--- src/rtl/recog_frame_sequencer_if.sv ---
// Bundle of the recognition-cycle control, grid report, result handshake and status signals.
// The master side is the environment that feeds the sequencer; slave is the sequencer itself.
interface recog_frame_sequencer_if #(
    parameter int NUM_WIDTH = 15
);
    logic                 enable;
    logic                 frame_start;
    logic                 proj_done;
    logic [3:0]           num_row;
    logic [3:0]           num_col;
    logic [NUM_WIDTH:0]   digit_in;
    logic                 proj_start;
    logic [1:0]           frame_cnt;
    logic                 project_done_flag;
    logic [7:0]           digit_total;
    logic [NUM_WIDTH:0]   result;
    logic                 result_valid;
    logic                 result_ready;
    logic                 err;
    logic [1:0]           err_code;
    logic [7:0]           ok_count;

    modport master (
        output enable, frame_start, proj_done, num_row, num_col, digit_in, result_ready,
        input  proj_start, frame_cnt, project_done_flag, digit_total, result, result_valid,
               err, err_code, ok_count
    );

    modport slave (
        input  enable, frame_start, proj_done, num_row, num_col, digit_in, result_ready,
        output proj_start, frame_cnt, project_done_flag, digit_total, result, result_valid,
               err, err_code, ok_count
    );
endinterface

--- src/rtl/recog_frame_sequencer.sv ---
// Three-frame recognition sequencer: projection, border arm, feature extraction, then
// holds the captured digits for the consumer until a valid/ready transfer.
module recog_frame_sequencer #(
    parameter int NUM_ROW        = 1,
    parameter int NUM_COL        = 4,
    parameter int NUM_WIDTH      = (NUM_ROW*NUM_COL*4)-1,
    parameter int TIMEOUT_FRAMES = 4
) (
    input  logic                    clk,
    input  logic                    rst_n,
    recog_frame_sequencer_if.slave  bus
);
    typedef enum logic [2:0] {IDLE, PROJ, ARM, FEAT, OUT} state_e;

    state_e             state_q, state_d;
    logic [2:0]         tmo_q, tmo_d, tmo_inc;
    logic               proj_start_q, proj_start_d;
    logic [1:0]         frame_cnt_q, frame_cnt_d;
    logic               pdf_q, pdf_d;
    logic [7:0]         digit_total_q, digit_total_d;
    logic [NUM_WIDTH:0] result_q, result_d;
    logic               result_valid_q, result_valid_d;
    logic               err_q, err_d;
    logic [1:0]         err_code_q, err_code_d;
    logic [7:0]         ok_count_q, ok_count_d;
    logic               cnt_ok;

    assign cnt_ok = (bus.num_row != 4'd0) && (32'(bus.num_row) <= NUM_ROW) &&
                    (bus.num_col != 4'd0) && (32'(bus.num_col) <= NUM_COL);
    assign tmo_inc = (tmo_q == 3'd7) ? tmo_q : tmo_q + 3'd1;

    always_comb begin
        state_d        = state_q;
        tmo_d          = tmo_q;
        proj_start_d   = 1'b0;
        err_d          = 1'b0;
        err_code_d     = err_code_q;
        digit_total_d  = digit_total_q;
        result_d       = result_q;
        result_valid_d = result_valid_q;
        ok_count_d     = ok_count_q;
        case (state_q)
            IDLE: begin
                tmo_d = 3'd0;
                if (bus.frame_start && bus.enable) begin
                    state_d      = PROJ;
                    proj_start_d = 1'b1;
                end
            end
            PROJ: begin
                // proj_done outranks a coincident frame_start, which is then not counted
                if (!bus.enable) begin
                    state_d = IDLE;
                end else if (bus.proj_done) begin
                    digit_total_d = {4'd0, bus.num_row} * {4'd0, bus.num_col};
                    if (cnt_ok) begin
                        state_d = ARM;
                    end else begin
                        state_d    = IDLE;
                        err_d      = 1'b1;
                        err_code_d = 2'b01;
                    end
                end else if (bus.frame_start) begin
                    tmo_d = tmo_inc;
                    if (32'(tmo_inc) >= TIMEOUT_FRAMES) begin
                        state_d    = IDLE;
                        err_d      = 1'b1;
                        err_code_d = 2'b10;
                    end
                end
            end
            ARM: begin
                if (!bus.enable)          state_d = IDLE;
                else if (bus.frame_start) state_d = FEAT;
            end
            FEAT: begin
                if (!bus.enable) begin
                    state_d = IDLE;
                end else if (bus.frame_start) begin
                    state_d        = OUT;
                    result_d       = bus.digit_in;
                    result_valid_d = 1'b1;
                    ok_count_d     = ok_count_q + 8'd1;
                end
            end
            OUT: begin
                if (result_valid_q && bus.result_ready) begin
                    state_d        = IDLE;
                    result_valid_d = 1'b0;
                end
            end
            default: state_d = IDLE;
        endcase

        // Phase outputs are registered from the next state so they line up with it
        frame_cnt_d = 2'd0;
        pdf_d       = 1'b0;
        case (state_d)
            ARM:     begin frame_cnt_d = 2'd1; pdf_d = 1'b1; end
            FEAT:    begin frame_cnt_d = 2'd2; pdf_d = 1'b1; end
            OUT:     frame_cnt_d = 2'd3;
            default: frame_cnt_d = 2'd0;
        endcase
    end

    always_ff @(posedge clk or negedge rst_n) begin
        if (!rst_n) begin
            state_q        <= IDLE;
            tmo_q          <= 3'd0;
            proj_start_q   <= 1'b0;
            frame_cnt_q    <= 2'd0;
            pdf_q          <= 1'b0;
            digit_total_q  <= 8'd0;
            result_q       <= '0;
            result_valid_q <= 1'b0;
            err_q          <= 1'b0;
            err_code_q     <= 2'd0;
            ok_count_q     <= 8'd0;
        end else begin
            state_q        <= state_d;
            tmo_q          <= tmo_d;
            proj_start_q   <= proj_start_d;
            frame_cnt_q    <= frame_cnt_d;
            pdf_q          <= pdf_d;
            digit_total_q  <= digit_total_d;
            result_q       <= result_d;
            result_valid_q <= result_valid_d;
            err_q          <= err_d;
            err_code_q     <= err_code_d;
            ok_count_q     <= ok_count_d;
        end
    end

    assign bus.proj_start        = proj_start_q;
    assign bus.frame_cnt         = frame_cnt_q;
    assign bus.project_done_flag = pdf_q;
    assign bus.digit_total       = digit_total_q;
    assign bus.result            = result_q;
    assign bus.result_valid      = result_valid_q;
    assign bus.err               = err_q;
    assign bus.err_code          = err_code_q;
    assign bus.ok_count          = ok_count_q;
endmodule
--- src/flat_wrapper.sv ---
// flat-port wrapper written by rule: the top's interface ports become plain ports
module recog_frame_sequencer_flat 
#(
    parameter int NUM_ROW        = 1,
    parameter int NUM_COL        = 4,
    parameter int NUM_WIDTH      = (NUM_ROW*NUM_COL*4)-1,
    parameter int TIMEOUT_FRAMES = 4
)
  (clk, rst_n, bus_enable, bus_frame_start, bus_proj_done, bus_num_row, bus_num_col, bus_digit_in, bus_result_ready, bus_proj_start, bus_frame_cnt, bus_project_done_flag, bus_digit_total, bus_result, bus_result_valid, bus_err, bus_err_code, bus_ok_count);
  recog_frame_sequencer_if #(.NUM_WIDTH(NUM_WIDTH)) bus_i ();
  input  logic clk;
  input  logic rst_n;
  input wire logic [$bits(bus_i.enable)-1:0] bus_enable;
  input wire logic [$bits(bus_i.frame_start)-1:0] bus_frame_start;
  input wire logic [$bits(bus_i.proj_done)-1:0] bus_proj_done;
  input wire logic [$bits(bus_i.num_row)-1:0] bus_num_row;
  input wire logic [$bits(bus_i.num_col)-1:0] bus_num_col;
  input wire logic [$bits(bus_i.digit_in)-1:0] bus_digit_in;
  input wire logic [$bits(bus_i.result_ready)-1:0] bus_result_ready;
  output wire logic [$bits(bus_i.proj_start)-1:0] bus_proj_start;
  output wire logic [$bits(bus_i.frame_cnt)-1:0] bus_frame_cnt;
  output wire logic [$bits(bus_i.project_done_flag)-1:0] bus_project_done_flag;
  output wire logic [$bits(bus_i.digit_total)-1:0] bus_digit_total;
  output wire logic [$bits(bus_i.result)-1:0] bus_result;
  output wire logic [$bits(bus_i.result_valid)-1:0] bus_result_valid;
  output wire logic [$bits(bus_i.err)-1:0] bus_err;
  output wire logic [$bits(bus_i.err_code)-1:0] bus_err_code;
  output wire logic [$bits(bus_i.ok_count)-1:0] bus_ok_count;
  assign bus_i.enable = bus_enable;
  assign bus_i.frame_start = bus_frame_start;
  assign bus_i.proj_done = bus_proj_done;
  assign bus_i.num_row = bus_num_row;
  assign bus_i.num_col = bus_num_col;
  assign bus_i.digit_in = bus_digit_in;
  assign bus_i.result_ready = bus_result_ready;
  assign bus_proj_start = bus_i.proj_start;
  assign bus_frame_cnt = bus_i.frame_cnt;
  assign bus_project_done_flag = bus_i.project_done_flag;
  assign bus_digit_total = bus_i.digit_total;
  assign bus_result = bus_i.result;
  assign bus_result_valid = bus_i.result_valid;
  assign bus_err = bus_i.err;
  assign bus_err_code = bus_i.err_code;
  assign bus_ok_count = bus_i.ok_count;
  recog_frame_sequencer #(.NUM_ROW(NUM_ROW), .NUM_COL(NUM_COL), .NUM_WIDTH(NUM_WIDTH), .TIMEOUT_FRAMES(TIMEOUT_FRAMES)) u_core (.clk(clk), .rst_n(rst_n), .bus(bus_i));
endmodule
--- config.mk ---
export PLATFORM = sky130hd
export DESIGN_NAME = recog_frame_sequencer_flat
export DESIGN_NICKNAME = d
export VERILOG_FILES = /design/src/rtl/recog_frame_sequencer_if.sv /design/src/rtl/recog_frame_sequencer.sv /design/src/flat_wrapper.sv
export SDC_FILE = /design/constraint.sdc
export NUM_CORES = 1
export LEC_CHECK = 0
export BUFFER_PORTS_ARGS = -buffer_cell sky130_fd_sc_hd__buf_2
export CAP_MARGIN = 20
export CORE_MARGIN = 2
export CORE_UTILIZATION = 30
export CTS_CLUSTER_SIZE = 8
export DETAILED_ROUTE_END_ITERATION = 6
export PLACE_DENSITY = 0.61
export SYNTH_ARGS = -nofsm -noshare
export SYNTH_HDL_FRONTEND = slang
export SYNTH_SLANG_ARGS = --single-unit
--- constraint.sdc ---
create_clock -name clk -period 1.6 [get_ports clk]
set_input_delay 0.16 -clock clk [delete_from_list [all_inputs] [get_ports clk]]
set_output_delay 0.16 -clock clk [all_outputs]
set_load 0.05 [all_outputs]
**Word-level counts from Yosys, hierarchy flattened**

Cells that the tools add are included.

- Mux-type cells: 35
- Eq/ne operators: 15
- Order comparisons: 3
- Reductions and logical operators: 18
- Add/sub/neg operators: 2
- Multipliers: 1

Operator list:

| kind | count |
|---|---|
| 3-bit 2-to-1 mux | 14 |
| 3-bit one-hot mux with 5 select lines | 1 |
| 3-bit by 2-bit == test with 1-bit output (second input constant) | 4 |
| 1-bit 2-to-1 mux | 12 |
| 2-bit != test (second input constant) | 6 |
| 2-bit 2-to-1 mux | 5 |
| 3-bit == test (second input constant) | 3 |
| 8-bit by 1-bit adder with 8-bit output (second input constant) | 1 |
| 4-bit by 4-bit multiplier with 8-bit output | 1 |
| 4-bit AND reduction | 2 |
| 2-bit nonzero test | 4 |
| 4-bit nonzero test | 2 |
| 2-bit one-hot mux with 3 select lines | 1 |
| 3-bit one-hot mux with 2 select lines | 1 |
| 3-bit AND reduction | 2 |
| 1-bit logical AND | 5 |
| 5-bit AND reduction | 1 |
| 4-bit by 1-bit less-or-equal comparator with 1-bit output (second input constant) | 1 |
| 4-bit by 3-bit less-or-equal comparator with 1-bit output (second input constant) | 1 |
| 3-bit by 1-bit adder with 3-bit output (second input constant) | 1 |
| 3-bit by 1-bit == test with 1-bit output (second input constant) | 1 |
| 3-bit >= comparator (second input constant) | 1 |
| 3-bit zero test | 1 |
| 2-bit by 1-bit != test with 1-bit output (second input constant) | 1 |
| 2 further kinds | 2 |

- Input bits: 30
- Register bits: 46
- Output and inout bits: 40
- Logic and storage cells: 85

**Longest topological paths before layout**

Gate-level depths: netlist (run 1).

- Depth in word-level cells: 11
- Gate-level depth with buffers: 10
- Gate-level depth less buffers: 10

**Least setup slack after synthesis (run 1)**

OpenSTA, ideal clock, no wires.

- Kind: input -> register
- From: input bus_num_col[3]
- To: register u_core.digit_total_q[6] (netlist: u_core.bus.digit_total[6])
- Library setup time: 0.136 ns
- Path slack: -0.842 ns
- Cell stages on the path: 9
- Buffers on the path: 0
- Arrival time: 2.306 ns
- Data required time: 1.464 ns
- Path through: nand2_1 -> fa_1 -> fa_1 -> inv_1 -> fa_1 -> a21o_1 -> a21oi_1 -> xor2_1 -> o21ai_0

- Longest elaborated chain between the ends: 1

Ends and longest elaborated chain:

| item | RTL line | source |
|---|---|---|
| from (decl) | flat_wrapper.sv:17 | `input wire logic [$bits(bus_i.num_col)-1:0] bus_num_col;` |
| 4-bit by 4-bit multiplier with 8-bit output | recog_frame_sequencer.sv:55 | `digit_total_d = {4'd0, bus.num_row} * {4'd0, bus.num_col};` |
| to (signal assigned) | recog_frame_sequencer.sv:125 | `digit_total_q <= digit_total_d;` |
| to (decl) | recog_frame_sequencer.sv:20 | `logic [7:0] digit_total_q, digit_total_d;` |

No other way between the ends.
A chain may end at the register's enable or synchronous reset.

**Worst setup path in the final report (run 1)**

- From: input bus_num_row[2]
- To: register u_core.digit_total_q[6] (netlist: u_core.bus.digit_total[6])

- Longest elaborated chain between the ends: 1

Ends and longest elaborated chain:

| item | RTL line | source |
|---|---|---|
| from (decl) | flat_wrapper.sv:16 | `input wire logic [$bits(bus_i.num_row)-1:0] bus_num_row;` |
| 4-bit by 4-bit multiplier with 8-bit output | recog_frame_sequencer.sv:55 |  |

No other way between the ends.

==> flow_summary.ini, run 1 <==
[status]
status = complete, but fails checks
failed_checks = setup timing

[sta]
tightestPinTransition_ps = 452
final_slew_violations = 0
finalHoldViolations = 0
finalClockSkew_ps = 5.08
finalCritPeriodShare_pct = 124
fmax_mhz = 503
setup_repair_after_global_routing_missed_its_margin = yes
hold_slack_ps = 62.3
layout_min_cycle_time_ps = 1990
setup_tns_ps = -1340
finalSetupViolations = 5
finalWorstSetupSlack_ps = -387
maxSlewHeadroom_pct = 69.8

[layout]
final_core_utilization_pct = 42.5
layout.nets = 354
design_area_um2 = 3230
fin_cells = 409
share_of_final_layout_standard_cells_stronger_than_drive_strength_1_pct = 45.0
fillCellCount = 772
final-seq-area_um2 = 1150
multi_input_area_um2 = 1170
antenna_cells_inserted = 0
area_growth_pct = 39.2

[synth]
synthesis.nets = 257
synth.top_cells.by_area = dfrtp_1 50%, mux2_2 9.2%, ha_1 7.5%
synth-edff-count = 0
synth-seq-area-share_pct = 49.5
post-synth-top-area-cell = dfrtp_1
synth_cell_types = 36
synthMostInstantiatedCell = dfrtp_1
post-synth-top-area-fraction_pct = 49.5
syn-cell-area_um2 = 2320
syn-mean-instance-area_um2 = 11.1
synth_seq_cells = 46
synth_async_sr_flop_share_pct = 100
netlist_top_cells_count = 46 x dfrtp_1, 29 x nand2_1, 19 x mux2_2, 14 x ha_1, 11 x nor2_1
ys.flop_type = dfrtp_1
syn_inst = 209
synth-warning-count = 0

[floorplanning]
die_h_um = 92.0
floorplan.core_area_um2 = 7610
io-pin-count = 70
floorplan.initialDensity_pct = 30.5
rows = 32
design.die.area_um2 = 8460
die_w_um = 92.0

[global_routing]
grt.overflow.total = 0
total_routing_usage_reported_by_global_routing_pct = 11.8
antenna_found_initial = 0
grt_start_max_net_pins = 28
grt_pass1_vias = 1793
wire_length_of_the_first_global_routing_pass_mm = 8.02

[route]
postRouteWirelength_mm = 4.91
post-route-drc-count = 0
drtAntennaViolNets = 0
drt-wirelength-per-cell_um = 12.0
initialDrtViolationCount = 41
via_count = 1852
drt_pass1_iterations = 4
route.detailed.vias_per_inst = 4.53

[min_path]
beginning_of_the_worst_hold_path = bus_result_ready
worst_min_delay_path_category = in -> reg
min_delay_worst_endpoint = u_core.bus.result_valid
min_path_cells = 2

[worst_setup_path]
family_with_the_most_delay_on_the_worst_path = adder cells
timing.rr.end = u_core.bus.digit_total[7]
cp_data_required_time_ps = 1790
r2r_cells = 4
crit_fanout = 2
crit-reg2reg-launch = u_core.state_q[1]
crit_path_cell_trace = buf_8 -> nand2_8 -> fa_1 -> fa_1 -> inv_2 -> fa_2 -> a21o_1 -> a21oi_2 -> xor2_1 -> o21ai_1
signal_arrival_time_at_the_worst_endpoint_ps = 2170
worst_setup_path_end_kind = register
worst_setup_slack_for_register_to_register_paths_ps = 20
timing.critical_path.slowest_stage_cell = fa_1
critical_path_class = in -> reg
critPathLaunchType = primary input
max_stage_delay_ps = 500
path_buf_inv = 2
crit_top_cell = fa_1

[clock_tree]
numClockSinks = 46
ctsLongestPathBuffers = 2
htreeDepth = 2
cts_root_buf = clkbuf_8
path_clk_slew_ps = 90
clk_lat_worst_skew_ps = 300
cts_tree = done
tritoncts.num_buffers = 5

[pwr]
static-leakage-power_nw = 1.75
power.ir.vdd_worst_uv = 350
total_power_divided_by_cell_area_nw_per_um2 = 928

[placement]
postPlaceCellArea_um2 = 2980
port_buffers = 69
routabilityCongestion = 0.792
placedCellCount = 397
hpwl_mm = 3.83

[run]
max-cap-violations = 0
registers in the layout, indices dropped and copies added, names as in the netlist:
register / cells
u_core.bus.digit_total: 8
u_core.state_q: 3
u_core.bus.project_done_flag: 1
u_core.bus.result_valid: 1
u_core.bus.err_code: 2
u_core.bus.result: 16
u_core.bus.err: 1
u_core.bus.ok_count: 8
u_core.tmo_q: 3
u_core.bus.frame_cnt: 2
u_core.bus.proj_start: 1
power by group:
group	leakage, nW	switching (W)	internal, W
Clock	0.0714	0.000384	0.000666
Sequential	0.628	0.0000350	0.00123
Combinational	1.06	0.000444	0.000246
timing repair:
| item | CTS | global route |
|---|---|---|
| endpoints found under the hold margin | 19 | 0 |
| hold buffers | 1 | 0 |
| gates resized for setup | 14 | 6 |
| pin swaps | 7 | 2 |
| endpoints found under the setup margin | 5 | 7 |
| buffers inserted | 3 | 0 |
placed cells by master (no fill, tap or decap), types with 3 or more instances in the layout:
master,Yosys,final
clkbuf_8,0,6
o21ai_0,7,5
a31oi_1,3,3
ha_1,14,12
inv_1,10,9
and2_1,8,8
nor2_1,11,10
a21oi_1,5,3
dfrtp_1,46,46
nand3_1,6,6
xnor2_1,6,5
nor3_1,4,4
fa_1,4,3
buf_2,3,63
buf_4,0,26
nand2_1,29,25
nor4_1,3,3
a21o_1,3,3
xor2_1,4,4
nand2_2,0,3
mux2_2,19,19
routing by layer:
layer	wire length, um	track usage, %
met1	2050	13.7
met2	2440	21.5
met3	374	2.47
met4	39	4.10
met5	0	0
metrics by stage:
stage / power (W) / worst slack (ps)
3_5_place_dp: 0.00194 / -833
4_1_cts: 0.00303 / -395
6_report: 0.00300 / -387
5_1_grt: 0.00315 / -487
2_1_floorplan: 0.00170 / -563
3_3_place_gp: 0.00194 / -805
area by class of cell:
type                    instances  area share [%]
multi-input cells             148            36.3
flip-flops and latches         46            35.6
repair buffers                 95            18.6
well taps                     102            3.95
clock buffers                   6            2.55
clock inverters                 2            1.86
inverters                      10            1.16
worst max-delay path by stage:
stage                        start                         to  cells past startpoint
floorplan           bus_num_col[1]  u_core.bus.digit_total[6]                      9
global placement    bus_num_col[1]  u_core.bus.digit_total[5]                     10
detailed placement  bus_num_col[1]  u_core.bus.digit_total[5]                     10
CTS                 bus_num_row[2]  u_core.bus.digit_total[6]                     10
global route        bus_num_row[2]  u_core.bus.digit_total[6]                     10
finish              bus_num_row[2]  u_core.bus.digit_total[6]                     10
cell families (layout without fill, tap and decap cells):
| kind of cell | Yosys count | count (layout) | synth area share, % |
|---|---|---|---|
| fa+ha+maj | 18 | 18 | 11.0 |
| buf+inv | 15 | 113 | 2.91 |
| simple gates | 75 | 75 | 16.3 |
| mux | 21 | 21 | 10.1 |
| compound gates | 24 | 24 | 6.41 |
| flops | 46 | 46 | 49.5 |
| xor+xnor | 10 | 10 | 3.77 |
(Power assumes the default switching activity.)
==> run 2: changes to the inputs <==
PLACE_DENSITY = 0.59   (was 0.61)
clock period = 2 ns   (was 1.6 ns; I/O delays follow)
==> flow_summary.ini, run 2 (synthesis results as in run 1) <==
[sta]
finalHoldViolations = 17
fmax_mhz = 489
final_slew_violations = 0
maxSlewHeadroom_pct = 61.5
finalClockSkew_ps = 7.74
finalSetupViolations = 1
layout_min_cycle_time_ps = 2040
hold_slack_ps = -22.5
tightestPinTransition_ps = 578
finalWorstSetupSlack_ps = -43.7
finalCritPeriodShare_pct = 102
setup_repair_after_global_routing_missed_its_margin = yes
setup_tns_ps = -43.7

[worst_setup_path]
crit_start = bus_num_col[1]
r2r_cells = 4
timing.rr.end = u_core.bus.digit_total[7]
critical_path_class = in -> reg
family_with_the_most_delay_on_the_worst_path = adder cells
crit_fanout = 3
worst_setup_slack_for_register_to_register_paths_ps = 230
signal_arrival_time_at_the_worst_endpoint_ps = 2220
crit-reg2reg-launch = u_core.state_q[2]
critPathLaunchType = primary input
cp_data_required_time_ps = 2180
worst_setup_path_end_kind = register
crit_top_cell = fa_1
timing.critical_path.slowest_stage_cell = fa_1
crit_path_cell_trace = buf_8 -> nand2_8 -> fa_1 -> fa_1 -> inv_2 -> fa_2 -> a21o_1 -> a21oi_2 -> xor2_1 -> o21ai_1
max_stage_delay_ps = 500
path_buf_inv = 2

[clock_tree]
cts_hold_repair.buffers = 0
clk_lat_worst_skew_ps = 290
cts_root_buf = clkbuf_8
htreeDepth = 2
cts_tree = done
ctsLongestPathBuffers = 2
tritoncts.num_buffers = 5
path_clk_slew_ps = 80
numClockSinks = 46

[global_routing]
grt-busiest-layer = met2
grt_util_met1_pct = 13.9
antenna_found_initial = 0
grt.overflow.total = 0
grt_start_max_net_pins = 47
wire_length_of_the_first_global_routing_pass_mm = 7.97
global_route.usage.met2_pct = 20.6
total_routing_usage_reported_by_global_routing_pct = 11.6
grt_pass1_vias = 1816
met3_usage_pct = 3.04

[layout]
area_growth_pct = 34.1
final_core_utilization_pct = 41.0
antenna_cells_inserted = 0
fin_cells = 400
most_common_library_cell_in_the_layout_ignoring_fill_and_taps = buf_2
layout.nets = 345
share_of_final_layout_standard_cells_stronger_than_drive_strength_1_pct = 42.6
largest_reg_flops = 16
design_area_um2 = 3120
commonest_cells_after_routing_fill_and_taps_aside = 63 x buf_2, 46 x dfrtp_1, 26 x nand2_1, 19 x mux2_2, 18 x buf_4

[placement]
routabilityCongestion = 0.749
placedCellCount = 390
postPlaceCellArea_um2 = 2930
hpwl_mm = 3.68
port_buffers = 69

[status]
status = complete, but fails checks
failed_checks = hold timing, setup timing

[pwr]
power.total_w = 0.00222
power.ir.vdd_worst_uv = 242
static-leakage-power_nw = 1.69
total_power_divided_by_cell_area_nw_per_um2 = 711

[route]
via_count = 1809
post-route-drc-count = 0
initialDrtViolationCount = 66
drt-wirelength-per-cell_um = 12.0
drtAntennaViolNets = 0
route.detailed.vias_per_inst = 4.52
postRouteWirelength_mm = 4.82
drt_pass1_iterations = 4

[min_path]
worst_min_delay_path_category = in -> async

[floorplanning]
design.die.area_um2 = 8460
io-pin-count = 70
floorplan.core_area_um2 = 7610
die_w_um = 92.0
floorplan.initialDensity_pct = 30.5
die_h_um = 92.0
rows = 32

[run]
max-cap-violations = 0
## run 2: cell types whose count changed in the layout (fill, tap and decap cells not counted), sizes merged
cell / delta
buf: -8
bufinv: -1
clkbuf: -1
clkinv: +2
dlygate4sd3: -1
## run 2: layout make-up
cell class              count  area [um^2]
well taps                 102          128
multi-input cells         148         1170
clock inverters             3         40.0
clock buffers               5         68.8
repair buffers             86          523
flip-flops and latches     46         1150
fillers                   757         4490
inverters                  10         37.5
## run 2: how the worst max path moves through the flow
stage | end | cells past startpoint
floorplan | u_core.bus.digit_total[6] | 9
global placement | u_core.bus.digit_total[5] | 10
detailed placement | u_core.bus.digit_total[7] | 10
CTS | u_core.bus.digit_total[6] | 10
global route | u_core.bus.digit_total[6] | 10
finish | u_core.bus.digit_total[6] | 10
## run 2: layer usage
layer / up-vias / routed length (um)
met5: - / 0
met2: 53 / 2270
met1: 856 / 2220
li1: 896 / -
met3: 4 / 303
met4: 0 / 33
## run 2: worst reg2reg max path, stage by stage, from the launching register on
cell	delay [ps]
dfrtp_1	450
or3b_4	430
or2_4	330
or4_1	400
nand3_1	90
## run 2: what timing repair did
item | CTS | global route
gates cloned | 0 | 0
endpoints found under the hold margin | 0 | 0
setup buffers | 2 | 0
pin swaps | 4 | 5
endpoints found under the setup margin | 3 | 4
resized for setup | 13 | 2
## run 2: through the flow
stage | worst slack, ps | hold WS, ps
after CTS | -45.9 | 2.25
after global placement | -409 | 328
after detailed placement | -464 | 332
final | -43.7 | -22.5
after global routing | -157 | 36.4
after floorplan | -204 | -95.6
## run 2: power by group
group	internal (W)	total [W]	switching [W]
Combinational	0.000186	0.000533	0.000347
Clock	0.000368	0.000670	0.000302
Sequential	0.000981	0.00101	0.0000331
==> run 3: changes to the inputs <==
SETUP_SLACK_MARGIN = 0.3   (was not set)
==> flow_summary.ini, run 3 (synthesis results as in run 1) <==
[status]
status = complete, but fails checks
failed_checks = setup timing

[global_routing]
grt.overflow.total = 0
wire_length_of_the_first_global_routing_pass_mm = 8.47
total_routing_usage_reported_by_global_routing_pct = 12.4
grt_start_max_net_pins = 21
grt_pass1_vias = 1881
antenna_found_initial = 0

[layout]
fin_cells = 404
area_growth_pct = 37.9
fillCellCount = 760
most_common_library_cell_in_the_layout_ignoring_fill_and_taps = buf_2
layout.nets = 349
antenna_cells_inserted = 0
largest_reg_flops = 16
share_of_final_layout_standard_cells_stronger_than_drive_strength_1_pct = 44.0
commonest_cells_after_routing_fill_and_taps_aside = 64 x buf_2, 45 x dfrtp_1, 26 x nand2_1, 20 x buf_4, 19 x mux2_2

[clock_tree]
numClockSinks = 46
htreeDepth = 2
ctsLongestPathBuffers = 2
path_clk_slew_ps = 80
tritoncts.num_buffers = 5
cts_tree = done
cts_root_buf = clkbuf_8
clk_lat_worst_skew_ps = 290

[sta]
setup_repair_after_global_routing_missed_its_margin = yes
finalCritPeriodShare_pct = 103
fmax_mhz = 487
finalWorstSetupSlack_ps = -55.2
finalHoldViolations = 0
finalClockSkew_ps = 5.70
tightestPinTransition_ps = 414
maxSlewHeadroom_pct = 72.2
layout_min_cycle_time_ps = 2060
finalSetupViolations = 2
setup_tns_ps = -57.9
final_slew_violations = 0

[placement]
routabilityCongestion = 0.782
placedCellCount = 393
port_buffers = 69
placement.setup.worst_slack_ps = -450
hpwl_mm = 3.79

[pwr]
static-leakage-power_nw = 1.73
power.ir.vdd_worst_uv = 400
total_power_divided_by_cell_area_nw_per_um2 = 750

[route]
drtAntennaViolNets = 0
initialDrtViolationCount = 82
route.detailed.vias_per_inst = 4.51
post-route-drc-count = 0
drt_pass1_iterations = 4
postRouteWirelength_mm = 4.83
drt-wirelength-per-cell_um = 11.9
via_count = 1824

[worst_setup_path]
crit_path_cell_trace = buf_2 -> nand2_2 -> fa_1 -> fa_1 -> inv_2 -> fa_2 -> a21o_1 -> a21oi_2 -> xor2_1 -> o21ai_1
cp_data_required_time_ps = 2180
worst_setup_path_end_kind = register
critical_path_class = in -> reg
max_stage_delay_ps = 500
crit_top_cell = fa_1
family_with_the_most_delay_on_the_worst_path = adder cells
critPathLaunchType = primary input
timing.critical_path.slowest_stage_cell = fa_1
crit_fanout = 3
path_buf_inv = 2
signal_arrival_time_at_the_worst_endpoint_ps = 2240

[floorplanning]
io-pin-count = 70
die_h_um = 92.0
floorplan.core_area_um2 = 7610
design.die.area_um2 = 8460
floorplan.initialDensity_pct = 30.5
rows = 32
die_w_um = 92.0

[run]
max-cap-violations = 0

[min_path]
worst_min_delay_path_category = in -> reg
run 3: through the flow:
step           util (%)  total power, W  area [um^2]  hold WS [ps]
2_1_floorplan         -         0.00136         2360         -95.6
3_3_place_gp       38.8         0.00154         2950           162
3_5_place_dp       38.8         0.00155         2950           164
4_1_cts            41.6         0.00243         3170          94.5
5_1_grt            42.1         0.00254         3200          90.2
6_report           42.1         0.00240         3200           109
run 3: worst paths after layout:
check	from	to	slack (ps)	depth (start not counted)
max	bus_num_col[3]	u_core.bus.digit_total[6]	-60	10
min	bus_result_ready	u_core.bus.result_valid	110	2
max reg2reg	u_core.state_q[2]	u_core.bus.digit_total[7]	250	4
min reg2reg	u_core.bus.digit_total[0]	u_core.bus.digit_total[0]	470	2
max in group asynchronous	rst_n	u_core.bus.err_code[0]	1090	3
min in group asynchronous	rst_n	u_core.bus.ok_count[4]	360	2
run 3: where the power goes:
part / switching (W) / total (W) / internal (W)
Combinational: 0.000353 / 0.000550 / 0.000197
Sequential: 0.0000328 / 0.00101 / 0.000981
Clock: 0.000308 / 0.000841 / 0.000533
run 3: layer usage:
metal / vias up / global-route usage [%] / part of all wire [%]
met5: - / 0 / 0
met4: 0 / 3.73 / 1.3
met3: 5 / 3.70 / 7.6
met2: 59 / 21.9 / 47
met1: 854 / 14.5 / 44
li1: 906 / - / -
run 3: final cells by class:
cell class	instances	area [um^2]	share of cell area, %
Clock inverter	2	60.1	1.87
Inverter	10	37.5	1.17
Sequential cell	46	1150	36.0
Tap cell	102	128	3.98
Multi-Input combinational cell	148	1190	37.0
Clock buffer	6	82.6	2.58
Timing Repair Buffer	90	558	17.4
run 3: timing repair:
action,4_1_cts,5_1_grt
hold endpoints to repair,17,0
gates resized for setup,11,8
pin swaps,5,8
setup buffers,2,0
setup endpoints to repair,5,22
hold buffers,1,0
